`src/rtl/mmio_dmem_bridge.sv`:
```
`default_nettype none
// +----------------------------------------------------------------------------+
// | mmio_dmem_bridge: dmem pass-through with an NUM_CH-channel MMIO window      |
// | (RX FIFO, TX strobe register, irq enable). Option: MMIO_TIMESTAMP_EN.       |
// | Revision: 1.0                                                              |
// +----------------------------------------------------------------------------+
module mmio_dmem_bridge #(
  parameter int              ADDR_W     = 12,
  parameter int              DATA_W     = 32,
  parameter int              NUM_CH     = 4,
  parameter int              FIFO_DEPTH = 8,
  parameter logic [ADDR_W-1:0] MMIO_BASE = 12'hF00
) (
  input  logic                     clock,
  input  logic                     reset,
  input  logic [ADDR_W-1:0]        cpu_address,
  input  logic [DATA_W-1:0]        cpu_data,
  input  logic                     cpu_wren,
  output logic [DATA_W-1:0]        cpu_q,
  output logic [ADDR_W-1:0]        dmem_address,
  output logic [DATA_W-1:0]        dmem_data,
  output logic                     dmem_wren,
  input  logic [DATA_W-1:0]        dmem_q,
  input  logic [NUM_CH-1:0]        ch_in_valid,
  input  logic [NUM_CH*DATA_W-1:0] ch_in_data,
  output logic [NUM_CH-1:0]        ch_in_ready,
  output logic [NUM_CH*DATA_W-1:0] ch_out_data,
  output logic [NUM_CH-1:0]        ch_out_strobe,
  output logic                     irq
);

  localparam int c_ptr_w = $clog2(FIFO_DEPTH);
  localparam int c_cnt_w = c_ptr_w + 1;
  localparam logic [ADDR_W:0]   c_base = {1'b0, MMIO_BASE};
  localparam logic [ADDR_W:0]   c_end  = c_base + (ADDR_W+1)'(NUM_CH*4 + 1);
  localparam logic [ADDR_W-1:0] c_ts_off = ADDR_W'(NUM_CH*4);

  logic                  w_hit, w_ch_hit, w_ts_hit;
  logic [ADDR_W-1:0]     w_off;
  logic [3:0]            w_ch;
  logic [1:0]            w_reg;
  logic [NUM_CH-1:0]     w_sel, w_push, w_pop, w_nonempty;
  logic [DATA_W-1:0]     w_mmio_rdata, w_ts;
  logic [DATA_W-1:0]     w_head   [NUM_CH];
  logic [DATA_W-1:0]     w_status [NUM_CH];

  logic [DATA_W-1:0]     r_mem    [NUM_CH][FIFO_DEPTH];
  logic [c_ptr_w-1:0]    r_rd_ptr [NUM_CH];
  logic [c_ptr_w-1:0]    r_wr_ptr [NUM_CH];
  logic [c_cnt_w-1:0]    r_count  [NUM_CH];
  logic [NUM_CH-1:0][DATA_W-1:0] r_tx;
  logic [NUM_CH-1:0]     r_strobe, r_irqen;
  logic                  r_irq;

  assign w_hit    = ({1'b0, cpu_address} >= c_base) && ({1'b0, cpu_address} < c_end);
  assign w_off    = cpu_address - MMIO_BASE;
  assign w_ch     = w_off[5:2];
  assign w_reg    = w_off[1:0];
  assign w_ch_hit = w_hit && (w_off < c_ts_off);
  assign w_ts_hit = w_hit && (w_off == c_ts_off);

  assign dmem_address  = cpu_address;
  assign dmem_data     = cpu_data;
  assign dmem_wren     = cpu_wren && !w_hit;
  assign cpu_q         = w_hit ? w_mmio_rdata : dmem_q;
  assign ch_out_data   = r_tx;
  assign ch_out_strobe = r_strobe;
  assign irq           = r_irq;

  always_comb begin
    for (int c = 0; c < NUM_CH; c++) begin
      w_sel[c]       = w_ch_hit && (w_ch == 4'(c));
      w_nonempty[c]  = (r_count[c] != '0);
      ch_in_ready[c] = (r_count[c] != c_cnt_w'(FIFO_DEPTH));
      w_push[c]      = ch_in_valid[c] && ch_in_ready[c];
      // Popping an empty FIFO is dropped here so pointers never move on it.
      w_pop[c]       = w_sel[c] && cpu_wren && (w_reg == 2'd1) && cpu_data[0]
                       && w_nonempty[c];
      w_head[c]      = w_nonempty[c] ? r_mem[c][r_rd_ptr[c]] : '0;
      w_status[c]    = '0;
      w_status[c][8 +: c_cnt_w] = r_count[c];
      w_status[c][1] = !ch_in_ready[c];
      w_status[c][0] = w_nonempty[c];
    end
  end

  always_comb begin
    w_mmio_rdata = '0;
    for (int c = 0; c < NUM_CH; c++) begin
      if (w_sel[c]) begin
        case (w_reg)
          2'd0:    w_mmio_rdata = w_head[c];
          2'd1:    w_mmio_rdata = w_status[c];
          2'd2:    w_mmio_rdata = r_tx[c];
          default: w_mmio_rdata = {{(DATA_W-1){1'b0}}, r_irqen[c]};
        endcase
      end
    end
    if (w_ts_hit) w_mmio_rdata = w_ts;
  end

  always_ff @(posedge clock) begin
    for (int c = 0; c < NUM_CH; c++) begin
      if (w_push[c]) r_mem[c][r_wr_ptr[c]] <= ch_in_data[c*DATA_W +: DATA_W];
    end
  end

  always_ff @(posedge clock or negedge reset) begin
    if (!reset) begin
      for (int c = 0; c < NUM_CH; c++) begin
        r_rd_ptr[c] <= '0;
        r_wr_ptr[c] <= '0;
        r_count[c]  <= '0;
      end
      r_tx     <= '0;
      r_strobe <= '0;
      r_irqen  <= '0;
      r_irq    <= 1'b0;
    end else begin
      for (int c = 0; c < NUM_CH; c++) begin
        if (w_push[c]) r_wr_ptr[c] <= r_wr_ptr[c] + 1'b1;
        if (w_pop[c])  r_rd_ptr[c] <= r_rd_ptr[c] + 1'b1;
        case ({w_push[c], w_pop[c]})
          2'b10:   r_count[c] <= r_count[c] + 1'b1;
          2'b01:   r_count[c] <= r_count[c] - 1'b1;
          default: r_count[c] <= r_count[c];
        endcase
        r_strobe[c] <= w_sel[c] && cpu_wren && (w_reg == 2'd2);
        if (w_sel[c] && cpu_wren && (w_reg == 2'd2)) r_tx[c] <= cpu_data;
        if (w_sel[c] && cpu_wren && (w_reg == 2'd3)) r_irqen[c] <= cpu_data[0];
      end
      r_irq <= |(r_irqen & w_nonempty);
    end
  end

`ifdef MMIO_TIMESTAMP_EN
  logic [DATA_W-1:0] r_ts;

  always_ff @(posedge clock or negedge reset) begin
    if (!reset)                    r_ts <= '0;
    else if (w_ts_hit && cpu_wren) r_ts <= '0;
    else                           r_ts <= r_ts + 1'b1;
  end

  assign w_ts = r_ts;
`else
  assign w_ts = '0;
`endif

endmodule
`default_nettype wire
```
`config.mk`:
```
export PLATFORM = sky130hd
export DESIGN_NAME = mmio_dmem_bridge
export DESIGN_NICKNAME = d
export VERILOG_FILES = /design/src/rtl/mmio_dmem_bridge.sv
export SDC_FILE = /design/constraint.sdc
export NUM_CORES = 1
export LEC_CHECK = 0
export ABC_AREA = 1
export ABC_CLOCK_PERIOD_IN_PS = 3600
export CAP_MARGIN = 10
export CORE_AREA = 2 2 453 455
export DETAILED_ROUTE_END_ITERATION = 6
export DIE_AREA = 0 0 455 457
export HOLD_SLACK_MARGIN = 0.06
export PLACE_DENSITY = 0.4
export REMOVE_ABC_BUFFERS = 1
export SYNTH_ARGS = -nofsm -noshare
export SYNTH_HDL_FRONTEND = slang
export SYNTH_SLANG_ARGS = --single-unit
```
`constraint.sdc`:
```
create_clock -name clock -period 3.6 [get_ports clock]
set_clock_uncertainty 0.15 [all_clocks]
set_input_delay 0.36 -clock clock [delete_from_list [all_inputs] [get_ports clock]]
set_output_delay 0.36 -clock clock [all_outputs]
set_load 0.01 [all_outputs]
```
==> metrics.md <==
| Metric | Value |
|---|---|
| Status | completed |
| Ys flop type | edfxtp_1 |
| Power density over the cells | 536.6 mW/mm² |
| Largest net degree at the start of global routing | 85 |
| CP required | 3.09 ns |
| Clock root cell | clkbuf_16 |
| Post-place setup slack | -0.3882 ns |
| Number of flops mapped to enable cells by yosys | 1,024 |
| Die width | 455 µm |
| Final period util | 99.82% |
| Sequential share of the synthesized area | 69.71% |
| Final hold vios | 0 |
| Reg2Reg Setup Slack | 0.62 ns |
| Critical path depth | 11 |
| Critical R2R Launch | r_count[14] |
| Max-Cap Viols | 0 |
| Core area | 0.2033 mm² |
| Routed wire length | 208.1 mm |
| Final Max Tran Viols | 0 |
| First-pass GRT wire length | 288.4 mm |
| Antenna violations before repair | 25 |
| Hpwl dp | 137.1 mm |
| Num Clock Sinks | 1,201 |
| Tightest Hold Check Type | input pin to async pin |
| Final setup vio count | 0 |
| Starting Density | 24.82% |
| Crit-path max FO | 7 |
| CP Capture Point | cpu_q[1] |
| Tmin final | 3.594 ns |
| GR Overflow Total | 0 |
| Worst path top cell family by delay | simple AND/OR/NAND/NOR gates |
| CTS tree | done |
| H-tree Lvls | 4 |
| Routability congestion estimate | 0.8425 |
| Yosys reg bits | 1,201 |
| Vias in the first global route | 35,456 |
| Layout cells sized above 1 | 18.00% |
| CP Cell Sequence | clkinv_8 -> bufbuf_16 -> nor2_1 -> o211ai_1 -> nand3_1 -> nand2_1 -> nand2_1 -> a21oi_4 -> nand2_4 -> nand2_4 -> buf_6 |
| Clk slew on worst S/H paths | 0.06 ns |
| CP peak stage delay | 0.57 ns |
| Vias | 36,742 |
| LEAKAGE | 24.58 nW |
| Synthesis Warnings | 0 |
| Pin slew with the least headroom to its limit | 0.8927 ns |
| Worst r2r dst | r_mem[0][174] |
| Gr usage total | 19.61% |
| Chip Height | 457 µm |
| Drt via density | 4.666 |
| Crit. End Element | output pin |
| RSZ-0062 raised after global routing | true |
| Skew-Pair Late Insertion Delay | 0.79 ns |
| Syn Std Cell Area | 0.05046 mm² |
| TritonCTS Buffers | 145 |
| Clk buf depth | 3 |
| Critical path arrival | 3.08 ns |
| Io pins | 425 |
| Buf/Inv on CP | 3 |
| Die Footprint | 0.2079 mm² |
| # DRC | 0 |
| Worst path slowest cell | dfrtp_4 |
| Nets@finish | 5,297 |
| DR pass1 iterations | 5 |
| Slew HR | 40.49% |
| DR iter-0 viols | 2,789 |
| Routed WL per cell | 26.43 µm |
| Worst Reg-to-Reg Cells | 6 |
| WS Path Type | flip-flop to output pin |
| Setup_tns | 0 ns |
| FP Rows | 166 |
| CP Launch Point | r_rd_ptr[0] |
| Area Overhead vs Synth | 33.99% |
| Post-synthesis async set-or-reset flop share | 14.74% |
| IR drop worst, VDD | 0.4693 mV |
| Worst Setup Start Kind | flip-flop |
| Synthesized area per cell | 11.40 µm² |
| Antenna viol nets, final | 0 |
| Fillers | 20,273 |
| Syn Inst Count | 4,425 |
| Distinct cell type count after synthesis | 42 |
| Worst setup margin | 0.006307 ns |
| Fmax achieved | 278.3 MHz |
| Port bufs | 424 |
synth_stat cells (9+ instances only):
library cell     n  share of area, %
a21oi_1         60              0.60
buf_1            9             0.067
buf_2           94              0.93
buf_4           50              0.74
buf_6           11              0.25
clkbuf_1       142               1.1
dfrtp_1        177               8.8
edfxtp_1      1024                61
ha_1            20              0.50
inv_1          184               1.4
inv_2            9             0.067
nand2_1        784               5.8
nand3_1        268               2.7
nor2_1         656               4.9
o211ai_1       167               2.5
o21ai_0        512               5.1
o21ai_1         73              0.72
o21ai_2         54              0.94
o221ai_1        38              0.66
xnor2_1         10              0.17
xor2_1          20              0.35
cells by family after synthesis:
group                      after synthesis  synth area share [%]
buffers and inverters                  503                 4.518
xor gates and xnor gates                30                0.5207
AOI/OAI and AO/OA                      921                 10.72
adders and majority gates               20                0.4959
DFF                                   1201                 69.71
and+or+nand+nor                       1750                 14.04
timing repair:
item,4_1_cts,5_1_grt
hold buffers,5,0
setup buffers,48,9
pin swaps,140,122
endpoints found under the setup margin,32,32
cloned,34,7
resized for setup,398,136
hold endpoints to repair,129,0
area by class of cell:
class	count	area [µm²]	area share, %
tap	2688	3363	4.974
clock buffer	203	3950	5.842
antenna	3	7.507	0.01110
sequential	1201	35200	52.06
clock inverter	61	569.3	0.8420
multi-input combinational	2721	14270	21.10
inverter	197	797.0	1.179
timing repair buffer	800	9462	13.99
report_power, final:
group	switching (W)	leakage, nW	internal, W
Sequential	0.000450	11.7	0.0171
Combinational	0.00322	10.8	0.00141
Clock	0.00596	2.16	0.00818
Total	0.00964	24.6	0.0266
sequential cells by signal, summed over array words and instances, names as in the netlist:
signal and flops:
ch_out_data 128, ch_out_strobe 4, irq 1, r_count 16
r_irqen 4, r_mem 1024, r_rd_ptr 12, r_wr_ptr 12
how the worst min path moves through the flow:
stage                  from              end  slack [ns]  cells after the start
5_1_grt               reset  ch_out_data[65]        0.12                      2
6_report              reset  ch_out_data[65]        0.07                      2
2_1_floorplan         reset   ch_out_data[0]       -0.09                      0
4_1_cts        cpu_data[23]  ch_out_data[87]        0.06                      3
3_5_place_dp          reset  ch_out_data[86]        0.29                      1
3_3_place_gp          reset  ch_out_data[86]        0.29                      1
layout by cell type (no fill, tap or decap), types with 43 or more instances in the layout:
cell type | netlist | layout
nor2_4 | 5 | 43
nand2_2 | 6 | 52
clkbuf_16 | 0 | 155
o211ai_1 | 167 | 167
nand2_1 | 784 | 721
clkdlybuf4s50_1 | 0 | 391
nor2_1 | 656 | 593
edfxtp_1 | 1024 | 1024
o21ai_0 | 512 | 451
a21oi_1 | 60 | 49
inv_1 | 184 | 178
clkbuf_1 | 142 | 51
o21ai_1 | 73 | 120
buf_12 | 0 | 104
buf_4 | 50 | 183
dfrtp_1 | 177 | 169
o21ai_2 | 54 | 64
nand3_1 | 268 | 200
nand3_2 | 2 | 55
metal layers:
metal | routed length [µm] | global-route usage (%) | vias to the layer above
met3 | 8689 | 2.779 | 281
met1 | 86640 | 24.81 | 18659
met5 | 64 | 0 | -
li1 | - | - | 16863
met2 | 104800 | 33.94 | 927
met4 | 7922 | 6.908 | 12
stage by stage:
step                      total power (W)  utilization (%)  cells  instance area (µm²)  hold slack [ns]
after floorplan                   0.01952                -   4119                48930         -0.08559
after global placement            0.02234            29.55   7510                60080           0.2903
after detailed placement          0.02236            29.55   7510                60080           0.2851
after CTS                         0.03667            33.02   7860                67140          0.06472
after global routing              0.03762            33.25   7873                67610           0.1192
final                             0.03628            33.25   7874                67620          0.07443
Note: power is estimated with default switching activity, not from simulation.
